--- src/rtl/out_port_arbiter.sv ---
// out_port_arbiter: two-way round-robin scheduler for one router output link.
// Arbitrates between the switch-traversal flit and the local injection flit,
// gated by a credit counter that mirrors free slots in the downstream queue,
// and registers the winning flit onto the link.
module out_port_arbiter #(
  parameter int unsigned FLIT_SIZE    = 82,
  parameter int unsigned VALID_BIT    = 81,
  parameter int unsigned INIT_CREDITS = 5,
  parameter int unsigned CREDIT_W     = 3
) (
  input  logic                 clk,
  input  logic                 rst,
  input  logic [FLIT_SIZE-1:0] sw_flit,
  input  logic                 sw_valid,
  output logic                 sw_grant,
  input  logic [FLIT_SIZE-1:0] inj_flit,
  input  logic                 inj_valid,
  output logic                 inj_grant,
  input  logic                 credit_return,
  output logic [FLIT_SIZE-1:0] out_flit,
  output logic                 out_valid,
  output logic [CREDIT_W-1:0]  credits,
  output logic                 credit_err
);

  localparam logic [CREDIT_W-1:0] CRED_MAX = CREDIT_W'(INIT_CREDITS);

  // 0 = switch won the last grant, 1 = inject won the last grant
  logic last;
  logic req_sw;
  logic req_inj;
  logic can_send;
  logic grant_any;

  // Same-cycle arbitration; a tie goes to whoever did not win last time
  always_comb begin
    req_sw    = sw_valid & sw_flit[VALID_BIT];
    req_inj   = inj_valid & inj_flit[VALID_BIT];
    can_send  = (credits != '0);
    sw_grant  = 1'b0;
    inj_grant = 1'b0;
    if (!rst && can_send) begin
      if (req_sw && (!req_inj || last)) begin
        sw_grant = 1'b1;
      end else if (req_inj) begin
        inj_grant = 1'b1;
      end
    end
    grant_any = sw_grant | inj_grant;
  end

  // Link register and round-robin pointer; flit holds when nothing is granted
  always_ff @(posedge clk or posedge rst) begin
    if (rst) begin
      last      <= 1'b1;
      out_valid <= 1'b0;
      out_flit  <= '0;
    end else begin
      out_valid <= grant_any;
      if (grant_any) begin
        last     <= inj_grant;
        out_flit <= sw_grant ? sw_flit : inj_flit;
      end
    end
  end

  // Credit counter: grant consumes, return restores, overlap cancels
  always_ff @(posedge clk or posedge rst) begin
    if (rst) begin
      credits    <= CRED_MAX;
      credit_err <= 1'b0;
    end else begin
      case ({grant_any, credit_return})
        2'b10: credits <= credits - CREDIT_W'(1);
        2'b01: begin
          if (credits == CRED_MAX) begin
            credit_err <= 1'b1;
          end else begin
            credits <= credits + CREDIT_W'(1);
          end
        end
        default: credits <= credits;
      endcase
    end
  end

endmodule

--- config.mk ---
export PLATFORM = sky130hd
export DESIGN_NAME = out_port_arbiter
export DESIGN_NICKNAME = d
export VERILOG_FILES = /design/src/rtl/out_port_arbiter.sv
export SDC_FILE = /design/constraint.sdc
export NUM_CORES = 1
export LEC_CHECK = 0
export BUFFER_PORTS_ARGS = -buffer_cell sky130_fd_sc_hd__buf_2
export CAP_MARGIN = 20
export CORE_MARGIN = 4
export CORE_UTILIZATION = 30
export CTS_CLUSTER_SIZE = 28
export DETAILED_ROUTE_END_ITERATION = 16
export PLACE_DENSITY_LB_ADDON = 0.3
export SLEW_MARGIN = 20
export SYNTH_ARGS = -nofsm -noshare
export SYNTH_HDL_FRONTEND = slang
export SYNTH_SLANG_ARGS = --single-unit
--- constraint.sdc ---
create_clock -name clk -period 3.7 [get_ports clk]
set_input_delay 0.185 -clock clk [delete_from_list [all_inputs] [get_ports clk]]
set_output_delay 0.185 -clock clk [all_outputs]
set_load 0.01 [all_outputs]
# --- Word level (Yosys, flattened, before mapping) ---
# Index checks and enable logic that the tools add are counted.
op_classes:
  add_sub_neg: 2
  div_mod_pow: 0
  n_shift: 0
  multipliers: 0
  eq_ne: 4
  n_mux: 8
  bitwise: 3
  n_reduce_logical: 9
  n_lt_le_gt_ge: 0
op_table:
  columns: ["op", "n"]
  rows:
  - ["82-bit 2-to-1 mux", 1]
  - ["3-bit one-hot mux with 2 select lines", 1]
  - ["1-bit 2-to-1 mux", 5]
  - ["2-bit AND reduction", 2]
  - ["3-bit by 1-bit adder with 3-bit output, second input constant", 1]
  - ["3-bit equality test, second input constant", 1]
  - ["3-bit 2-to-1 mux", 1]
  - ["3-bit nonzero test", 1]
  - ["3-bit by 1-bit subtractor with 3-bit output, second input constant", 1]
  - ["1-bit AND", 2]
  - ["2-bit by 1-bit equality test with 1-bit output, second input constant", 1]
  - ["2-bit equality test, second input constant", 1]
  - ["1-bit logical AND", 2]
  - ["1-bit logical NOT", 2]
  - ["2-bit inequality test, second input constant", 1]
  - ["2-bit nonzero test", 1]
  - ["1-bit logical OR", 1]
  - ["1-bit bitwise OR", 1]
totals:
  elab_cells: 31
  latch_bits: 0
  ram_bits: 0
  in_bits: 169
  output_inout_bits: 89
  regBits: 88
  romBits: 0
  n_memories: 0

# --- Longest topological paths before layout ---
# Gate-level depths: netlist (run 1).
depth:
  word_depth: 10
  ltp_mapped: 12
  mapped_depth_nobuf: 8

# --- Worst setup path after synthesis (run 1) ---
# Ideal clock, no wire load.
synth_timing:
  path_kind: "flip-flop to flip-flop"
  from: "register credits[0]"
  to: "register credits[1]"
  synth_period_minus_slack_ns: 2.799
  path_buffers: 4
  setup_ns: 0.066
  path_slack_ns: 0.901
  required_time_ns: 3.634
  arrival_ns: 2.732
  path_stages_with_launch: 12
  cell_sequence: "dfstp_2 buf_4 nor3_2 or3_1 buf_2 buf_6 buf_6 nand2_1 fa_1 or4b_2 a21oi_1 a221o_1"
synth_between:
  elab_chain_cells: 7
  word_cells_on_any_way: 15
  classes_between: "2 x add/sub; 4 x eq/ne; 4 x mux; 1 x bitwise; 4 x reduce/logical"
synth_rtl:
  columns: ["item", "line_no", "rtl"]
  rows:
  - ["start, declared", "22", "output logic [CREDIT_W-1:0] credits,"]
  - ["start signal, assigned", "74", "2'b10: credits <= credits - CREDIT_W'(1);"]
  - ["start signal, assigned", "79", "credits <= credits + CREDIT_W'(1);"]
  - ["start signal, assigned", "82", "default: credits <= credits;"]
  - ["3-bit nonzero test", "39", "can_send = (credits != '0);"]
  - ["1-bit logical AND", "42", "if (!rst && can_send) begin"]
  - ["1-bit 2-to-1 mux", "42", null]
  - ["1-bit bitwise OR", "49", "grant_any = sw_grant | inj_grant;"]
  - ["2-bit by 1-bit equality test with 1-bit output or 2-bit equality test (tied branches)", "73", "case ({grant_any, credit_return})"]
  - ["2-bit inequality test (no source line) or 2-bit nonzero test (tied branches)", null, null]
  - ["2-bit AND reduction (no source line)", null, null]
# Several ways; a longest one is shown, not always the timed one. The select of a mux whose other input is x is not followed.
# A chain may end at the register's enable or synchronous reset.

# --- Final worst setup path (run 1) ---
layout_timing:
  from: "register credits[1]"
  to: "register credits[0]"
layout_between:
  elab_chain_cells: 7
  word_cells_on_any_way: 12
  classes_between: "4 x eq/ne; 3 x mux; 1 x bitwise; 4 x reduce/logical"
layout_rtl:
  columns: ["item", "line_no", "rtl"]
  rows:
  - ["3-bit nonzero test *", "39", null]
  - ["1-bit logical AND *", "42", null]
  - ["1-bit 2-to-1 mux", "42", null]
  - ["1-bit bitwise OR *", "49", null]
  - ["named net grant_any", "33", "logic grant_any;"]
  - ["2-bit by 1-bit equality test with 1-bit output or 2-bit equality test (tied branches)", "73", null]
  - ["2-bit inequality test (no source line) or 2-bit nonzero test (tied branches)", null, null]
  - ["2-bit AND reduction (no source line)", null, null]
# Mark *: on every way through the listed nets, which the timed path passes. The rest lies on a longest branch.

==> flow_summary.ini, run 1 <==
[worst_setup_path]
cp_max_fo = 92
critical_path_arrival_ns = 3.09
critical_path_class = reg -> reg
critPathLaunchType = flop
critPathRequiredTime_ns = 3.96
crit_path_end_kind = flop

[logic_synthesis]
syn_nets = 569
synth_warnings = 0
mean_instance_size_in_the_synthesized_netlist_sq_um = 10.4
synth_largest_area_cell = sky130_fd_sc_hd__dfrtp_1
synth.lib_cells_used.distinct = 30
synthTopCellsByArea = sky130_fd_sc_hd__dfrtp_1, sky130_fd_sc_hd__mux2i_1, sky130_fd_sc_hd__o21ai_0, sky130_fd_sc_hd__nand2_1, sky130_fd_sc_hd__dfstp_2
synthFlopType = sky130_fd_sc_hd__dfrtp_1
yosysSeqAreaShare = 0.531
synth_edf_count = 0
synth_seq_cells = 88
area_fraction_of_the_dominant_cell_type_after_synthesis = 0.512
synth_async_sr_flop_share = 1.00
synthesis.area_sq_um = 4150
postSynthCellCount = 399

[sta]
finalHoldViolations = 0
fmax_ghz = 0.353
worst_pin_slew_ns = 0.777
fin_crit_sh = 0.767
hold_slack_ns = 0.0655
worst_clock_skew_ns = 0.00866
maxSlewHeadroom = 0.482
final.min_clock_period_ns = 2.84
setup_total_negative_slack_ns = 0
grt_setup_unrepaired = false
fin_max_slew_vios = 0
setup_viol_count_final = 0

[cts]
h_tree_depth = 3
path_clk_slew_ns = 0.06
clock_latency_ns = 0.34
cts_sinks = 88
postCtsSetupRepairBufs = 0
cts_resized = 0
cts-root-to-sink-buffers = 2
root_buffer = sky130_fd_sc_hd__clkbuf_16
number_of_buffers_inserted_during_clock_tree_synthesis = 9
tritoncts_clock_tree = built
post_cts_hold_buffer_count = 0

[finish]
multiInputGateArea_sq_um = 1760
leading_cell_type_in_the_layout_fill_and_taps_excluded = sky130_fd_sc_hd__buf_2
num-fill-cells = 1291
diode_count = 0
fin_util = 0.440
final_net_count = 811
synth_to_layout_area_growth_pct = 42.1
most_used_cells_in_the_layout_excluding_fill_and_tap_cells = sky130_fd_sc_hd__buf_2, sky130_fd_sc_hd__nand2_1, sky130_fd_sc_hd__dfrtp_1, sky130_fd_sc_hd__mux2i_1, sky130_fd_sc_hd__o21ai_0
ff_latch_area_sq_um = 2210
layout.cell_area.non_filler_sq_um = 5900
post_route_cells_drive_above_1_share = 0.441

[placement]
routabilityCongestion = 0.834
detailed_place.area_sq_um = 5530
io_buffers = 257
place_hpwl_mm = 8.57

[die]
die-area_sq_um = 15800
number_of_cell_rows = 42
boundaryPins = 258
fp.dieH_um = 126
floorplan.initialDensity = 0.310
fp.coreArea_sq_um = 13400
dieWidth_um = 126

[drt]
wl_per_cell_um = 13.5
wirelength_mm = 11.1
viasPerCell = 4.40
drt.antenna.violating_nets = 0
detail_route.iter0.violations = 89
detail_route.first_pass.iterations = 4
via_count = 3614
drc = 0

[grt]
largest_net_degree_at_the_start_of_global_routing = 93
globalRouteTotalUtil = 0.138
grt_antenna_before_repair = 0
first_global_vias = 3660
globalRouteOverflowTotal = 0
grt_first_pass_wirelength_mm = 17.5

[run]
max_cap_violations = 0

[status]
status = finished, final reports clean

[power]
report.power.total_w = 0.00368
power.density_nw_per_um2 = 623
irDropWorstVdd_uv = 348
power.static_leakage_nw = 3.43

[min_path]
worstHoldPathType = in -> async
critical path: stages, from the launching register on:
cell,delay [ns]
sky130_fd_sc_hd__dfrtp_1,0.46
sky130_fd_sc_hd__nor3_2,0.28
sky130_fd_sc_hd__or3_4,0.19
sky130_fd_sc_hd__buf_4,0.50
sky130_fd_sc_hd__buf_4,0.72
sky130_fd_sc_hd__inv_1,0.23
sky130_fd_sc_hd__xnor2_1,0.18
sky130_fd_sc_hd__o21ai_0,0.17
final timing paths:
check | startpoint | endpoint | slack (ns) | cells past startpoint
max | credits[1] | credits[0] | 0.86 | 7
max in group asynchronous | rst | out_flit[41] | 3.13 | 2
min reg2reg | out_flit[81] | out_flit[81] | 0.46 | 1
min | rst | credits[1] | 0.07 | 2
min in group clk | sw_flit[23] | out_flit[23] | 0.12 | 3
max reg2reg | credits[1] | credits[0] | 0.86 | 7
area by class of cell:
class                   instances  area share
flip-flops and latches         88       0.374
multi-input cells             277       0.298
clock inverters                 6      0.0220
inverters                       4     0.00339
well taps                     176      0.0373
repair buffers                261       0.225
clock buffers                  10      0.0405
per-layer routing:
layer	track usage	wire (um)	vias to the layer above
met5	0	0	-
met4	0.0395	195	0
met3	0.0622	966	13
met2	0.240	5640	147
met1	0.151	4310	1590
li1	-	-	1864
cells by family after synthesis:
family / Yosys count / share of synthesized area
buf+inv: 34 / 0.0467
mux: 83 / 0.201
flops: 88 / 0.531
simple gates: 97 / 0.0940
compound gates: 95 / 0.120
fa+ha+maj: 1 / 0.00482
xor+xnor: 1 / 0.00211
through the flow:
| stage | instances | worst slack (ns) |
|---|---|---|
| finish | 822 | 0.864 |
| global route | 822 | 0.490 |
| CTS | 822 | 0.825 |
| detailed placement | 806 | 0.860 |
| global placement | 806 | 0.994 |
| floorplan | 399 | 0.901 |
report_power, final:
group,switching [W],leakage [nW],internal (W)
registers,0.000181,1.08,0.00128
logic,0.000621,2.17,0.000489
clock network,0.000359,0.182,0.000744
sequential cells by signal, summed over array words and instances (netlist names):
signal	cells
last	1
out_flit	82
out_valid	1
credits	3
credit_err	1
Yosys cell counts, drive strengths merged (2+ instances only):
cell type / instances
mux2i: 82
dfstp: 3
a21oi: 4
buf: 21
nor3: 2
dfrtp: 85
inv: 4
nand3: 2
nand2: 86
a22oi: 2
clkbuf: 9
o21ai: 83
o211ai: 2
nor2: 2
Note: power is estimated with default switching activity, not from simulation.
==> run 2: changes to the inputs <==
--- a/config.mk
+++ b/config.mk
@@ -5,6 +5,7 @@
 export SDC_FILE = /design/constraint.sdc
 export NUM_CORES = 1
 export LEC_CHECK = 0
+export ABC_AREA = 1
 export BUFFER_PORTS_ARGS = -buffer_cell sky130_fd_sc_hd__buf_2
 export CAP_MARGIN = 20
 export CORE_MARGIN = 4
==> constraint.sdc (replaced) <==
create_clock -name clk -period 2.8 [get_ports clk]
set_input_delay 0.14 -clock clk [delete_from_list [all_inputs] [get_ports clk]]
set_output_delay 0.14 -clock clk [all_outputs]
set_load 0.01 [all_outputs]
==> flow_summary.ini, run 2 <==
[finish]
multiInputGateArea_sq_um = 1600
final_net_count = 894
leading_cell_type_in_the_layout_fill_and_taps_excluded = sky130_fd_sc_hd__buf_2
number_of_flip_flops_in_the_largest_register = 82
synth_to_layout_area_growth_pct = 41.3
ff_latch_area_sq_um = 2210
most_used_cells_in_the_layout_excluding_fill_and_tap_cells = sky130_fd_sc_hd__buf_2, sky130_fd_sc_hd__nand2_1, sky130_fd_sc_hd__dfrtp_1, sky130_fd_sc_hd__nor2_1, sky130_fd_sc_hd__a31oi_1
num-fill-cells = 1383
largest_register = out_flit
post_route_cells_drive_above_1_share = 0.396
top_regs = out_flit x82, credits x3
diode_count = 0

[cts]
number_of_buffers_inserted_during_clock_tree_synthesis = 9
clock_latency_ns = 0.34
postCtsSetupRepairBufs = 0
cts-root-to-sink-buffers = 2
path_clk_slew_ns = 0.06
cts_sinks = 88
root_buffer = sky130_fd_sc_hd__clkbuf_16
post_cts_hold_buffer_count = 0
cts_resized = 0
h_tree_depth = 3
tritoncts_clock_tree = built

[sta]
fmax_ghz = 0.466
fin_crit_sh = 0.766
maxSlewHeadroom = 0.602
final.min_clock_period_ns = 2.15
fin_max_slew_vios = 0
worst_clock_skew_ns = 0.00530
setup_total_negative_slack_ns = 0
hold_slack_ns = 0.000610
setup_viol_count_final = 0
finalHoldViolations = 0
grt_setup_unrepaired = false
worst_pin_slew_ns = 0.596

[power]
relative_contribution_of_sequential_cells_to_total_power = 0.400
intPower_w = 0.00353
power_frac_comb = 0.378
netSwitchingPower_w = 0.00196
power_frac_clock = 0.222
power.static_leakage_nw = 2.85
irDropWorstVdd_uv = 312
power.density_nw_per_um2 = 959
switching_share = 0.357

[logic_synthesis]
synthesis.area_sq_um = 4060
synthTopCellsByArea = sky130_fd_sc_hd__dfrtp_1, sky130_fd_sc_hd__nand2_1, sky130_fd_sc_hd__a31oi_1, sky130_fd_sc_hd__nor2_1, sky130_fd_sc_hd__buf_2
yosysSeqAreaShare = 0.544
post-synth-top-count-cell = sky130_fd_sc_hd__nand2_1
postSynthCellCount = 483
syn_nets = 653
synthFlopType = sky130_fd_sc_hd__dfrtp_1
synth_seq_cells = 88
synth_largest_area_cell = sky130_fd_sc_hd__dfrtp_1
synth.lib_cells_used.distinct = 23
synth_top_cells_by_count = sky130_fd_sc_hd__nand2_1, sky130_fd_sc_hd__dfrtp_1, sky130_fd_sc_hd__nor2_1, sky130_fd_sc_hd__a31oi_1, sky130_fd_sc_hd__buf_2
synth_async_sr_flop_share = 1.00
synth_edf_count = 0
synth_warnings = 0
area_fraction_of_the_dominant_cell_type_after_synthesis = 0.525
mean_instance_size_in_the_synthesized_netlist_sq_um = 8.40

[worst_setup_path]
critical-path-slowest-cell = sky130_fd_sc_hd__dfstp_2
critical_path_class = reg -> out
critical_path_arrival_ns = 2.01
cp_max_fo = 47
crit_chain = nor2_2 > a21oi_2 > nand2_4 > inv_2 > buf_4 > buf_2
critPathCapture = sw_grant
reg2reg_slack_ns = 0.95
critical_path.max_stage_delay_ns = 0.59
critical_path_buf_inv_count = 3
timing.critical_path.depth = 6
critPathRequiredTime_ns = 2.66
reg2regPathDepth = 10
cp-startpoint = credits[0]
rr_endpoint = credits[2]
critPathLaunchType = flop
gate_family_responsible_for_the_most_delay_along_the_worst_path = buffers and inverters
crit_path_end_kind = output port
crit-reg2reg-launch = credits[1]

[placement]
place_hpwl_mm = 8.81
io_buffers = 257
routabilityCongestion = 0.850

[min_path]
worstHoldPathType = in -> async

[drt]
detail_route.iter0.violations = 220
via_count = 4121
viasPerCell = 4.55
drc = 0
detail_route.first_pass.iterations = 4
wl_per_cell_um = 13.5
drt.antenna.violating_nets = 0
wirelength_mm = 12.2

[grt]
grt_antenna_before_repair = 0
first_global_vias = 3954
grt_first_pass_wirelength_mm = 19.8
largest_net_degree_at_the_start_of_global_routing = 99
globalRouteTotalUtil = 0.155
globalRouteOverflowTotal = 0

[status]
status = finished, final reports clean

[die]
boundaryPins = 258
number_of_cell_rows = 42
die-area_sq_um = 15400
dieWidth_um = 124
fp.coreArea_sq_um = 13200
floorplan.initialDensity = 0.306
fp.dieH_um = 124

[run]
max_cap_violations = 0
-- run 2: cells by family after synthesis --
family,synth area share
AO/OA/AOI/OAI,0.132
XOR/XNOR,0.00216
adder cells (fa/ha/maj),0.00494
buffers and inverters,0.0639
flip-flops,0.544
AND/OR/NAND/NOR,0.253
-- run 2: how the worst min path moves through the flow --
stage           startpoint            to  slack (ns)
3_3_place_gp           rst  out_flit[13]        0.39
5_1_grt        sw_flit[28]  out_flit[28]        0.04
2_1_floorplan   sw_flit[5]   out_flit[5]        0.29
3_5_place_dp           rst   out_flit[9]        0.39
6_report               rst  out_flit[13]      0.0006
4_1_cts                rst  out_flit[13]       0.007
-- run 2: area by class of cell --
cell class                 instances  share of cell area
sequential                        88               0.385
multi-input combinational        353               0.279
clock buffer                      14              0.0461
tap                              176              0.0384
inverter                           7             0.00524
clock inverter                     2             0.00655
timing repair buffer             265               0.239
-- run 2: power by group through the flow --
stage / clock network, W / registers, W / logic, W
after detailed placement: 0 / 0.00222 / 0.00212
after CTS: 0.00127 / 0.00221 / 0.00212
final: 0.00122 / 0.00220 / 0.00208
after global placement: 0 / 0.00221 / 0.00211
after global routing: 0.00131 / 0.00230 / 0.00231
after floorplan: 0 / 0.00251 / 0.000891
-- run 2: worst register-to-register path: stages (launching register included) --
cell                      delay (ns)
sky130_fd_sc_hd__dfrtp_1        0.43
sky130_fd_sc_hd__nor2_2         0.14
sky130_fd_sc_hd__nand2_1        0.08
sky130_fd_sc_hd__nand3_2        0.13
sky130_fd_sc_hd__nand3_1        0.17
sky130_fd_sc_hd__fa_1           0.43
sky130_fd_sc_hd__inv_1          0.07
sky130_fd_sc_hd__nand4_1        0.11
sky130_fd_sc_hd__nand3_1        0.13
sky130_fd_sc_hd__nand2_1        0.05
sky130_fd_sc_hd__nand2_1        0.05
-- run 2: layer usage --
layer	global-route usage	part of all wire	vias to the layer above
met5	0	0	-
met4	0.0600	0.017	0
met3	0.0485	0.084	12
met2	0.247	0.46	163
met1	0.198	0.44	1852
li1	-	-	2094
-- run 2: per-stage QoR --
step / instances / setup WS (ns) / instance area (sq um) / util / total power, W
finish: 905 / 0.655 / 5730 / 0.433 / 0.00550
CTS: 905 / 0.612 / 5730 / 0.433 / 0.00559
global route: 905 / 0.531 / 5730 / 0.433 / 0.00592
detailed placement: 889 / 0.968 / 5430 / 0.410 / 0.00434
global placement: 889 / 0.995 / 5430 / 0.410 / 0.00432
floorplan: 483 / 0.0634 / 4060 / - / 0.00340
==> run 3: changes to the inputs <==
==> constraint.sdc (replaced) <==
create_clock -name clk -period 1.8 [get_ports clk]
set_input_delay 0.09 -clock clk [delete_from_list [all_inputs] [get_ports clk]]
set_output_delay 0.09 -clock clk [all_outputs]
set_load 0.01 [all_outputs]
==> flow_summary.ini, run 3 (same netlist as run 2, synthesis figures left out) <==
[status]
status = finished, final reports clean

[drt]
viasPerCell = 4.79
wl_per_cell_um = 15.4
detail_route.iter0.violations = 250
drc = 0
drt.antenna.violating_nets = 0
wirelength_mm = 15.5
detail_route.first_pass.iterations = 5
via_count = 4828

[finish]
final_net_count = 996
layout.cell_area.non_filler_sq_um = 6920
most_used_cells_in_the_layout_excluding_fill_and_tap_cells = sky130_fd_sc_hd__buf_2, sky130_fd_sc_hd__nand2_1, sky130_fd_sc_hd__dlygate4sd3_1, sky130_fd_sc_hd__dfrtp_1, sky130_fd_sc_hd__nor2_1
post_route_cells_drive_above_1_share = 0.375
num-fill-cells = 1245
leading_cell_type_in_the_layout_fill_and_taps_excluded = sky130_fd_sc_hd__buf_2
top_regs = out_flit x82, credits x3
number_of_flip_flops_in_the_largest_register = 82
ff_latch_area_sq_um = 2210
multiInputGateArea_sq_um = 1640
synth_to_layout_area_growth_pct = 70.7
largest_register = out_flit

[power]
power.density_nw_per_um2 = 1300
report.power.total_w = 0.00901
irDropWorstVdd_uv = 563
power.static_leakage_nw = 3.35

[grt]
globalRouteTotalUtil = 0.190
first_global_vias = 5014
largest_net_degree_at_the_start_of_global_routing = 70
globalRouteOverflowTotal = 0
grt_antenna_before_repair = 0
grt_first_pass_wirelength_mm = 24.2

[worst_setup_path]
reg2reg_slack_ns = 0.08
rr_endpoint = out_flit[44]
critPathRequiredTime_ns = 1.71
critPathLaunchType = flop
reg2regPathDepth = 8
crit_path_end_kind = output port
cp_max_fo = 4
crit-reg2reg-launch = credits[2]
critical_path_arrival_ns = 1.64
critical_path_class = reg -> out

[die]
dieWidth_um = 124
die-area_sq_um = 15400
number_of_cell_rows = 42
fp.coreArea_sq_um = 13200
boundaryPins = 258
fp.dieH_um = 124
floorplan.initialDensity = 0.306

[placement]
routabilityCongestion = 0.875
detailed_place.area_sq_um = 5500
io_buffers = 257
place_hpwl_mm = 9.66
preCtsSetupSlack_ns = 0.0121

[sta]
maxSlewHeadroom = 0.617
setup_viol_count_final = 0
fmax_ghz = 0.580
fin_crit_sh = 0.959
fin_max_slew_vios = 0
worst_clock_skew_ns = 0.00543
final.min_clock_period_ns = 1.73
setup_total_negative_slack_ns = 0
finalHoldViolations = 0
worst_pin_slew_ns = 0.575
final.setup.worst_slack_ns = 0.0746
grt_setup_unrepaired = true

[cts]
path_clk_slew_ns = 0.06
tritoncts_clock_tree = built
clock_latency_ns = 0.34
cts_sinks = 88
cts-root-to-sink-buffers = 2
root_buffer = sky130_fd_sc_hd__clkbuf_16
number_of_buffers_inserted_during_clock_tree_synthesis = 9
h_tree_depth = 3

[min_path]
worstHoldPathType = in -> async

[run]
max_cap_violations = 0
run 3: layer usage:
layer,up-vias,global-route usage,routed length (um)
met4,0,0.106,612
met2,226,0.326,7730
li1,2291,-,-
met3,52,0.0557,1220
met5,-,0,0
met1,2259,0.210,5950
run 3: final cells by class:
type / instances / area share
Timing Repair Buffer: 367 / 0.365
Sequential cell: 88 / 0.319
Multi-Input combinational cell: 353 / 0.237
Clock buffer: 13 / 0.0390
Tap cell: 176 / 0.0318
Inverter: 7 / 0.00542
Clock inverter: 3 / 0.00217
Antenna cell: 1 / 0.000362
run 3: power by group:
group | switching (W) | internal, W
combinational | 0.00201 | 0.00173
clock | 0.000761 | 0.00104
sequential | 0.000528 | 0.00294
run 3: how the worst max path moves through the flow:
stage / cells after the start / start / slack [ns] / endpoint
after CTS: 10 / credits[1] / 0.0002 / credits[2]
after floorplan: 9 / rst / -0.79 / credits[2]
final: 7 / credits[2] / 0.07 / sw_grant
after global placement: 9 / credits[1] / 0.11 / credits[2]
after global routing: 8 / credits[2] / -0.03 / out_flit[5]
after detailed placement: 10 / credits[1] / 0.01 / credits[2]
run 3: repair_timing:
item	in CTS	in global routing
gates cloned	2	3
buffers inserted	2	5
hold buffers	87	0
gates resized for setup	4	13
pin swaps	0	5
endpoints found under the hold margin	60	0
endpoints found under the setup margin	2	67
run 3: critical path: stages (launching register included):
cell	delay (ns)
sky130_fd_sc_hd__dfstp_2	0.53
sky130_fd_sc_hd__inv_1	0.08
sky130_fd_sc_hd__a21oi_2	0.14
sky130_fd_sc_hd__nand2_2	0.12
sky130_fd_sc_hd__buf_6	0.16
sky130_fd_sc_hd__inv_8	0.06
sky130_fd_sc_hd__buf_12	0.10
sky130_fd_sc_hd__buf_6	0.09
run 3: per-stage QoR:
step,hold slack (ns),instances,utilization
2_1_floorplan,0.236,483,-
3_3_place_gp,0.342,892,0.415
3_5_place_dp,0.350,892,0.415
4_1_cts,0.000292,999,0.509
5_1_grt,0.00878,1007,0.522
6_report,0.00378,1008,0.523
